[src/rtl/db_req_arbiter.sv]
// db_req_arbiter
//   Lets two Ethernet-side KVS requesters share one db_top lookup port.
//   Each port has a single-entry hold register. A round-robin grant picks one
//   held request per cycle and issues it to db_top. The port id of every issued
//   request is pushed into an in-order tag FIFO. Each db_top response pops that
//   FIFO and is steered back to the port that issued the request.
//
// Ports
//   clk, rst                        clock; synchronous active-high reset
//   p0_in_key/flag/valid            port0 request (no backpressure)
//   p0_out_valid/flag, p0_drop      port0 response, dropped-request pulse
//   p1_*                            same set for port1
//   db_in_key/flag/valid            request issued to db_top
//   db_out_valid/flag               db_top response (in issue order)
//   pend_cnt                        number of outstanding db requests
//   err_orphan                      sticky: response seen with no outstanding request
//
// Hold register FSM (one per port)
//   state | meaning
//   EMPTY | no request buffered; a strobe loads the register
//   FULL  | request buffered, waiting for grant; a strobe without grant is dropped

module db_req_arbiter #(
  parameter int KEY_SIZE   = 96,
  parameter int FLAG_SIZE  = 4,
  parameter int PEND_DEPTH = 8,
  parameter int PEND_ADDR  = 3
) (
  input  logic                 clk,
  input  logic                 rst,
  input  logic [KEY_SIZE-1:0]  p0_in_key,
  input  logic [FLAG_SIZE-1:0] p0_in_flag,
  input  logic                 p0_in_valid,
  output logic                 p0_out_valid,
  output logic [FLAG_SIZE-1:0] p0_out_flag,
  output logic                 p0_drop,
  input  logic [KEY_SIZE-1:0]  p1_in_key,
  input  logic [FLAG_SIZE-1:0] p1_in_flag,
  input  logic                 p1_in_valid,
  output logic                 p1_out_valid,
  output logic [FLAG_SIZE-1:0] p1_out_flag,
  output logic                 p1_drop,
  output logic [KEY_SIZE-1:0]  db_in_key,
  output logic [FLAG_SIZE-1:0] db_in_flag,
  output logic                 db_in_valid,
  input  logic                 db_out_valid,
  input  logic [FLAG_SIZE-1:0] db_out_flag,
  output logic [PEND_ADDR:0]   pend_cnt,
  output logic                 err_orphan
);

  typedef enum logic {EMPTY = 1'b0, FULL = 1'b1} hold_state_t;

  localparam logic [PEND_ADDR:0] PEND_MAX = (PEND_ADDR + 1)'(PEND_DEPTH);

  hold_state_t hold0_q, hold0_d, hold1_q, hold1_d;

  logic [KEY_SIZE-1:0]  key0_q, key1_q;
  logic [FLAG_SIZE-1:0] flag0_q, flag1_q;

  // rr_q = 0 favours port0 when both ports hold a request
  logic rr_q;

  logic gnt0, gnt1, push, pop, pend_full, tag_head;
  logic load0, load1, drop0_d, drop1_d;

  logic [PEND_DEPTH-1:0] tag_mem;
  logic [PEND_ADDR-1:0]  wr_ptr, rd_ptr;

  // Grant, FIFO handshake and hold-register next state
  always_comb begin
    gnt0      = 1'b0;
    gnt1      = 1'b0;
    hold0_d   = hold0_q;
    hold1_d   = hold1_q;
    // Full check uses the registered count, so a pop in this same cycle
    // does not free a slot until the next cycle.
    pend_full = (pend_cnt == PEND_MAX);

    if (!pend_full) begin
      if (hold0_q == FULL && hold1_q == FULL) begin
        gnt0 = ~rr_q;
        gnt1 = rr_q;
      end else begin
        gnt0 = (hold0_q == FULL);
        gnt1 = (hold1_q == FULL);
      end
    end

    push     = gnt0 | gnt1;
    pop      = db_out_valid && (pend_cnt != '0);
    tag_head = tag_mem[rd_ptr];

    case (hold0_q)
      EMPTY:   if (p0_in_valid) hold0_d = FULL;
      FULL:    if (gnt0 && !p0_in_valid) hold0_d = EMPTY;
      default: hold0_d = EMPTY;
    endcase

    case (hold1_q)
      EMPTY:   if (p1_in_valid) hold1_d = FULL;
      FULL:    if (gnt1 && !p1_in_valid) hold1_d = EMPTY;
      default: hold1_d = EMPTY;
    endcase

    // A strobe is accepted when the register is empty or being vacated now
    load0   = p0_in_valid && (hold0_q == EMPTY || gnt0);
    load1   = p1_in_valid && (hold1_q == EMPTY || gnt1);
    drop0_d = p0_in_valid && (hold0_q == FULL) && !gnt0;
    drop1_d = p1_in_valid && (hold1_q == FULL) && !gnt1;
  end

  always_ff @(posedge clk) begin
    if (rst) begin
      hold0_q <= EMPTY;
      hold1_q <= EMPTY;
    end else begin
      hold0_q <= hold0_d;
      hold1_q <= hold1_d;
    end
  end

  // Hold register payloads
  always_ff @(posedge clk) begin
    if (rst) begin
      key0_q  <= '0;
      flag0_q <= '0;
      key1_q  <= '0;
      flag1_q <= '0;
    end else begin
      if (load0) begin
        key0_q  <= p0_in_key;
        flag0_q <= p0_in_flag;
      end
      if (load1) begin
        key1_q  <= p1_in_key;
        flag1_q <= p1_in_flag;
      end
    end
  end

  // Round-robin pointer only moves when it actually decided a contention
  always_ff @(posedge clk) begin
    if (rst)
      rr_q <= 1'b0;
    else if (hold0_q == FULL && hold1_q == FULL && push)
      rr_q <= ~rr_q;
  end

  // Tag storage: 0 = port0, 1 = port1
  always_ff @(posedge clk) begin
    if (push)
      tag_mem[wr_ptr] <= gnt1;
  end

  always_ff @(posedge clk) begin
    if (rst) begin
      wr_ptr   <= '0;
      rd_ptr   <= '0;
      pend_cnt <= '0;
    end else begin
      if (push) wr_ptr <= wr_ptr + 1'b1;
      if (pop)  rd_ptr <= rd_ptr + 1'b1;
      case ({push, pop})
        2'b10:   pend_cnt <= pend_cnt + 1'b1;
        2'b01:   pend_cnt <= pend_cnt - 1'b1;
        default: pend_cnt <= pend_cnt;
      endcase
    end
  end

  // Registered outputs
  always_ff @(posedge clk) begin
    if (rst) begin
      db_in_valid  <= 1'b0;
      db_in_key    <= '0;
      db_in_flag   <= '0;
      p0_out_valid <= 1'b0;
      p0_out_flag  <= '0;
      p0_drop      <= 1'b0;
      p1_out_valid <= 1'b0;
      p1_out_flag  <= '0;
      p1_drop      <= 1'b0;
      err_orphan   <= 1'b0;
    end else begin
      db_in_valid <= push;
      if (gnt0) begin
        db_in_key  <= key0_q;
        db_in_flag <= flag0_q;
      end else if (gnt1) begin
        db_in_key  <= key1_q;
        db_in_flag <= flag1_q;
      end

      p0_out_valid <= pop && !tag_head;
      p1_out_valid <= pop && tag_head;
      if (pop && !tag_head) p0_out_flag <= db_out_flag;
      if (pop && tag_head)  p1_out_flag <= db_out_flag;

      p0_drop <= drop0_d;
      p1_drop <= drop1_d;

      if (db_out_valid && pend_cnt == '0)
        err_orphan <= 1'b1;
    end
  end

endmodule

[config.mk]
export PLATFORM = sky130hd
export DESIGN_NAME = db_req_arbiter
export DESIGN_NICKNAME = d
export VERILOG_FILES = /design/src/rtl/db_req_arbiter.sv
export SDC_FILE = /design/constraint.sdc
export NUM_CORES = 1
export LEC_CHECK = 0
export ABC_AREA = 0
export ABC_CLOCK_PERIOD_IN_PS = 2300
export BUFFER_PORTS_ARGS = -buffer_cell sky130_fd_sc_hd__buf_2
export CAP_MARGIN = 20
export CORE_MARGIN = 1
export CORE_UTILIZATION = 41
export CTS_BUF_LIST = sky130_fd_sc_hd__clkbuf_8
export DETAILED_ROUTE_END_ITERATION = 12
export PLACE_DENSITY = 0.67
export SLEW_MARGIN = 20
export SYNTH_ARGS = -nofsm -noshare
export SYNTH_HDL_FRONTEND = slang
export SYNTH_SLANG_ARGS = --single-unit
[constraint.sdc]
create_clock -name clk -period 2.3 [get_ports clk]
set_input_delay 0.115 -clock clk [delete_from_list [all_inputs] [get_ports clk]]
set_output_delay 0.115 -clock clk [all_outputs]
set_load 0.02 [all_outputs]
Word-level counts from Yosys, hierarchy flattened

Cells that the tools add are included.

Register bits after elaboration: 335
Input bits: 209
Output and inout bits: 118

$add $sub $neg: 4
Order comparisons: 3
Eq/ne operators: 3
Multiplexer cells: 20
Bitwise operators: 4
Reduce and logical (&&, ||, !) cells: 26

Operators by type and width:

| cell                                                                                | number |
|---|---|
| 96-bit 2-to-1 mux                                                                   | 2 |
| 1-bit logical AND                                                                   | 15 |
| 1-bit 2-to-1 mux                                                                    | 10 |
| 8-bit bitwise mux                                                                   | 1 |
| 3-bit by 4-bit less-than comparator with 1-bit output, second input constant        | 2 |
| 4-bit 2-to-1 mux                                                                    | 2 |
| 4-bit case mux with 2 select lines                                                  | 1 |
| 3-bit by 1-bit adder with 3-bit output, second input constant                       | 2 |
| 1-bit logical NOT                                                                   | 5 |
| 4-bit by 1-bit adder with 4-bit output, second input constant                       | 1 |
| 4-bit == test, second input constant                                                | 1 |
| 4-bit logical NOT                                                                   | 1 |
| 1-bit case mux with 2 select lines                                                  | 2 |
| 2-bit nonzero test                                                                  | 2 |
| 4-bit nonzero test                                                                  | 1 |
| 4-bit by 1-bit subtractor with 4-bit output, second input constant                  | 1 |
| 1-bit binary-select mux with 3-bit select                                           | 1 |
| 1-bit demux with 3-bit select                                                       | 1 |
| 3-bit by 1-bit greater-or-equal comparator with 1-bit output, second input constant | 1 |
| 1-bit NOT                                                                           | 3 |
| 2-bit by 1-bit == test with 1-bit output, second input constant                     | 1 |
| 2-bit == test, second input constant                                                | 1 |
| 1-bit logical OR                                                                    | 2 |
| 1-bit OR                                                                            | 1 |

Logic depth before layout (Yosys ltp)

Word-level depth: 6
Mapped depth: 12
Depth with buffers taken out: 10

Least setup slack after synthesis

OpenSTA, ideal clock, no wires.

Path type: register -> register
Start point: register pend_cnt[1]
End point: register pend_cnt[2]
Arrival: 2606 ps
Slack: -377 ps
Stages on the path, launching flop included: 13
Path buffers: 2
Period minus slack after synthesis: 2677 ps
Path through: dfxtp_1 buf_4 nor4b_2 nor2_1 inv_2 clkbuf_1 ha_1 xor2_1 ha_1 a21oi_1 xor2_1 or3_1 a21oi_1

Longest elaborated chain between the ends: 5
Elaborated cells on any way between the ends: 12
Classes of those cells: add/sub: 2; eq/ne: 3; mux: 3; bitwise: 1; reduce/logical: 3

Ends and longest elaborated chain:

| what                                                                      | line | text |
|---|---|---|
| start: declaration                                                        | 48   | `output logic [PEND_ADDR:0] pend_cnt,` |
| start signal: assignment                                                  | 165  | `2'b10: pend_cnt <= pend_cnt + 1'b1;` |
| start signal: assignment                                                  | 166  | `2'b01: pend_cnt <= pend_cnt - 1'b1;` |
| start signal: assignment                                                  | 167  | `default: pend_cnt <= pend_cnt;` |
| 4-bit == test                                                             | 78   | `pend_full = (pend_cnt == PEND_MAX);` |
| 1-bit 2-to-1 mux                                                          | 80   | `if (!pend_full) begin` |
| 1-bit OR                                                                  | 90   | `push = gnt0 \| gnt1;` |
| 2-bit by 1-bit == test with 1-bit output or 2-bit == test (tied branches) | 164  | `case ({push, pop})` |
| 4-bit case mux with 2 select lines or 2-bit nonzero test (tied branches)  | --   |  |

Several ways; a longest one is shown, not always the timed one.
A chain may end at the register's enable or synchronous reset.

Worst setup path in the final report

Start point: register pend_cnt[1]
End point: register db_in_key[7]

Longest elaborated chain between the ends: 3
Elaborated cells on any way between the ends: 5
Classes of those cells: eq/ne: 1; mux: 3; reduce/logical: 1

Ends and longest elaborated chain:

| what                                                    | line | text |
|---|---|---|
| 4-bit == test *                                         | 78   |  |
| 1-bit 2-to-1 mux                                        | 80   |  |
| 96-bit 2-to-1 mux or 2-bit nonzero test (tied branches) | --   |  |
| end signal: assignment                                  | 188  | `db_in_key <= key0_q;` |
| end signal: assignment                                  | 191  | `db_in_key <= key1_q;` |
| end: declaration                                        | 43   | `output logic [KEY_SIZE-1:0] db_in_key,` |

Every way passes the cells marked *; elsewhere a longest branch is shown, timed or not.

==> summary.md <==
| Metric | Value |
|---|---|
| # rows | 68 |
| Xor and xnor area share after synthesis | 0.00477 |
| Yosys warns | 0 |
| Starting Density | 0.421 |
| Async SR Flop Fraction | 0 |
| Max_cap viols | 0 |
| DRC viols | 0 |
| Layout cell share with drive strength beyond 1 | 0.224 |
| R2r startpoint | pend_cnt[1] |
| Netlist Area Pre-Place | 14,700 um2 |
| Main combinational cell family by area after synthesis | simple AND/OR/NAND/NOR gates |
| Ports | 327 |
| Adder-Cell Fraction of Synth Area | 0.00426 |
| Placed inst area | 16,600 um2 |
| Switching Share | 0.320 |
| Leakage | 0.00822 uW |
| Number of flops mapped to enable cells by yosys | 8 |
| First-pass GRT wire length | 69,900 um |
| Most common cell in the netlist | dfxtp_1 |
| Synth unique cells | 42 |
| Final setup fails | 0 |
| Required time worst endpoint | 2800 ps |
| H-tree levels | 2 |
| Vias/cell | 5.20 |
| TritonCTS clock tree | yes |
| Slew @ Worst Pin | 663 ps |
| Largest net degree at the start of global routing | 126 |
| Crit path DAT | 2700 ps |
| Yosys top cell area share | 0.445 |
| Hold WS | 147 ps |
| Min-Delay Path Class | in -> reg |
| Die W | 191 um |
| Fin crit share | 0.959 |
| Cells after synthesis | 1,601 |
| Critical path launch point | pend_cnt[1] |
| CORE AREA | 34,900 um2 |
| GRT Total Usage | 0.238 |
| Compound-cell area share of the yosys netlist | 0.133 |
| Synthesized Nets | 1,815 |
| Nature of the critical path endpoint | register |
| Power after layout | 15,700 uW |
| Status | completed |
| Final count of pins violating max slew | 0 |
| Setup TNS | 0 ps |
| Vias in the first global route | 13,600 |
| Antenna violations before repair | 9 |
| Clk buf depth | 3 |
| Clock Tree Root | clkbuf_8 |
| Fraction of synthesized area in multiplexers | 0.0771 |
| Crit start category | register |
| CTS Buf Count | 56 |
| WL final | 44,400 um |
| Initial DRC count | 637 |
| #FFs+latches synth | 335 |
| Cell Int Power | 10,700 uW |
| Post-DP HPWL | 24,400 um |
| Post-Synth Simple-Gate Area | 0.265 |
| # clock sinks | 335 |
| Flop pwr share | 0.436 |
| Final core occ | 0.567 |
| Post-Layout Inst Area | 19,800 um2 |
| Final Hold Viols | 0 |
| WL/cell | 17.3 um |
| Sequential fraction of the synthesis area | 0.462 |
| Period minus WS final | 2200 ps |
| Routability cong. | 0.806 |
| Switching power | 5030 uW |
| Worst hold start | p1_in_valid |
| Yosys top cell by area | dfxtp_1 |
| Top cells by count, synth | dfxtp_1, nand2b_1, nor2_1 |
| Grt total ovfl | 0 |
| Latest clock arrival within the worst-skew pair | 620 ps |
| Antenna-violating nets left | 0 |
| Nets | 2,286 |
| CP max FO | 51 |
| CTS clk-pin slew, worst paths | 60 ps |
| DRT Pass-1 Iters | 5 |
| Via count | 13,400 |
| Clk_skew | 23.4 ps |
| Fmax | 0.454 GHz |
| Mean Syn Cell Area | 9.18 um2 |
| Clock power frac | 0.315 |
| # port buffers | 326 |
| Cell Pwr Density | 796 nW/um2 |
| Crit Path Category | reg -> reg |
| VDD IR-drop max | 0.715 mV |
| Chip height | 191 um |
| Synth area leaders | dfxtp_1, nand2b_1, mux2i_1 |
| Slew HR | 0.558 |
| P&R area growth vs syn | 34.6% |
| Comb pwr share | 0.249 |
| Die area | 36,600 um2 |
| RSZ-0062 raised after global routing | yes |
| Main synth FF type | dfxtp_1 |
[flip-flops by register name, indices dropped and copies added (netlist names), 3 cells and up]
register     cells
db_in_key       96
key0_q          96
key1_q          96
tag_mem          8
db_in_flag       4
flag0_q          4
flag1_q          4
p0_out_flag      4
p1_out_flag      4
pend_cnt         4
rd_ptr           3
wr_ptr           3
[critical path: stages (launching register included)]
cell and delay [ps]:
dfxtp_1 390, buf_4 190, or4b_1 560, buf_4 190, nand3_4 100, buf_12 260
nand2_1 110, a211oi_1 260
[per-layer routing]
| metal | vias to the layer above | track usage | share of wire |
|---|---|---|---|
| met2 | 453 | 0.376 | 0.46 |
| li1 | 6444 | - | - |
| met1 | 6322 | 0.295 | 0.43 |
| met3 | 158 | 0.0543 | 0.060 |
| met4 | 0 | 0.144 | 0.050 |
| met5 | - | 0 | 0 |
[worst paths after layout]
path	end	slack (ps)	depth (start not counted)
setup / recovery	db_in_key[7]	100	7
hold / removal	key1_q[1]	150	4
setup reg to reg	db_in_key[7]	100	7
hold reg to reg	db_in_key[16]	450	2
[placed cells by master, fill, tap and decap left out, types with 67 or more instances in the layout]
master,netlist,final
nand2b_1,313,313
mux2i_1,112,112
o21ai_0,103,103
nor2_1,117,116
a211oi_1,100,100
dfxtp_1,327,326
nand2_1,111,111
a21oi_1,78,78
clkbuf_8,0,67
nand4b_1,100,100
buf_2,6,324
dlygate4sd3_1,0,207
[cell type report]
type,instances,area (um2)
Fill cell,3100,15100
Multi-Input combinational cell,1111,7200
Sequential cell,335,6790
Timing Repair Buffer,565,4150
Clock buffer,67,922
Tap cell,455,569
Clock inverter,26,109
Antenna cell,10,25.0
Inverter,3,13.8
[power groups by stage]
stage | registers, uW | logic (uW) | clock network (uW)
2_1_floorplan | 7310 | 2010 | 0
3_3_place_gp | 6940 | 3520 | 0
3_5_place_dp | 6970 | 3570 | 0
4_1_cts | 6850 | 3860 | 5090
5_1_grt | 6940 | 4250 | 5380
6_report | 6870 | 3920 | 4950
[stage by stage]
step	std cells	setup slack, ps
after floorplan	1601	-7.94
final	2572	95.1
after detailed placement	2259	64.4
after CTS	2559	41.2
after global routing	2571	-17.8
after global placement	2259	122
[repair_timing]
item                                    4_1_cts  5_1_grt
buffers inserted                              0        2
hold endpoints to repair                    230        0
endpoints found under the setup margin        0       28
gates resized for setup                       0        3
hold buffers                                207        0
[cells by family (layout without fill, tap and decap cells)]
| family | Yosys count | count (layout) |
|---|---|---|
| other | 0 | 10 |
| AO/OA/AOI/OAI | 316 | 316 |
| AND/OR/NAND/NOR | 669 | 669 |
| buffers and inverters | 155 | 661 |
| adder cells (fa/ha/maj) | 5 | 5 |
| flip-flops | 335 | 335 |
| multiplexers | 113 | 113 |
| XOR/XNOR | 8 | 8 |
(Power assumes the default switching activity.)
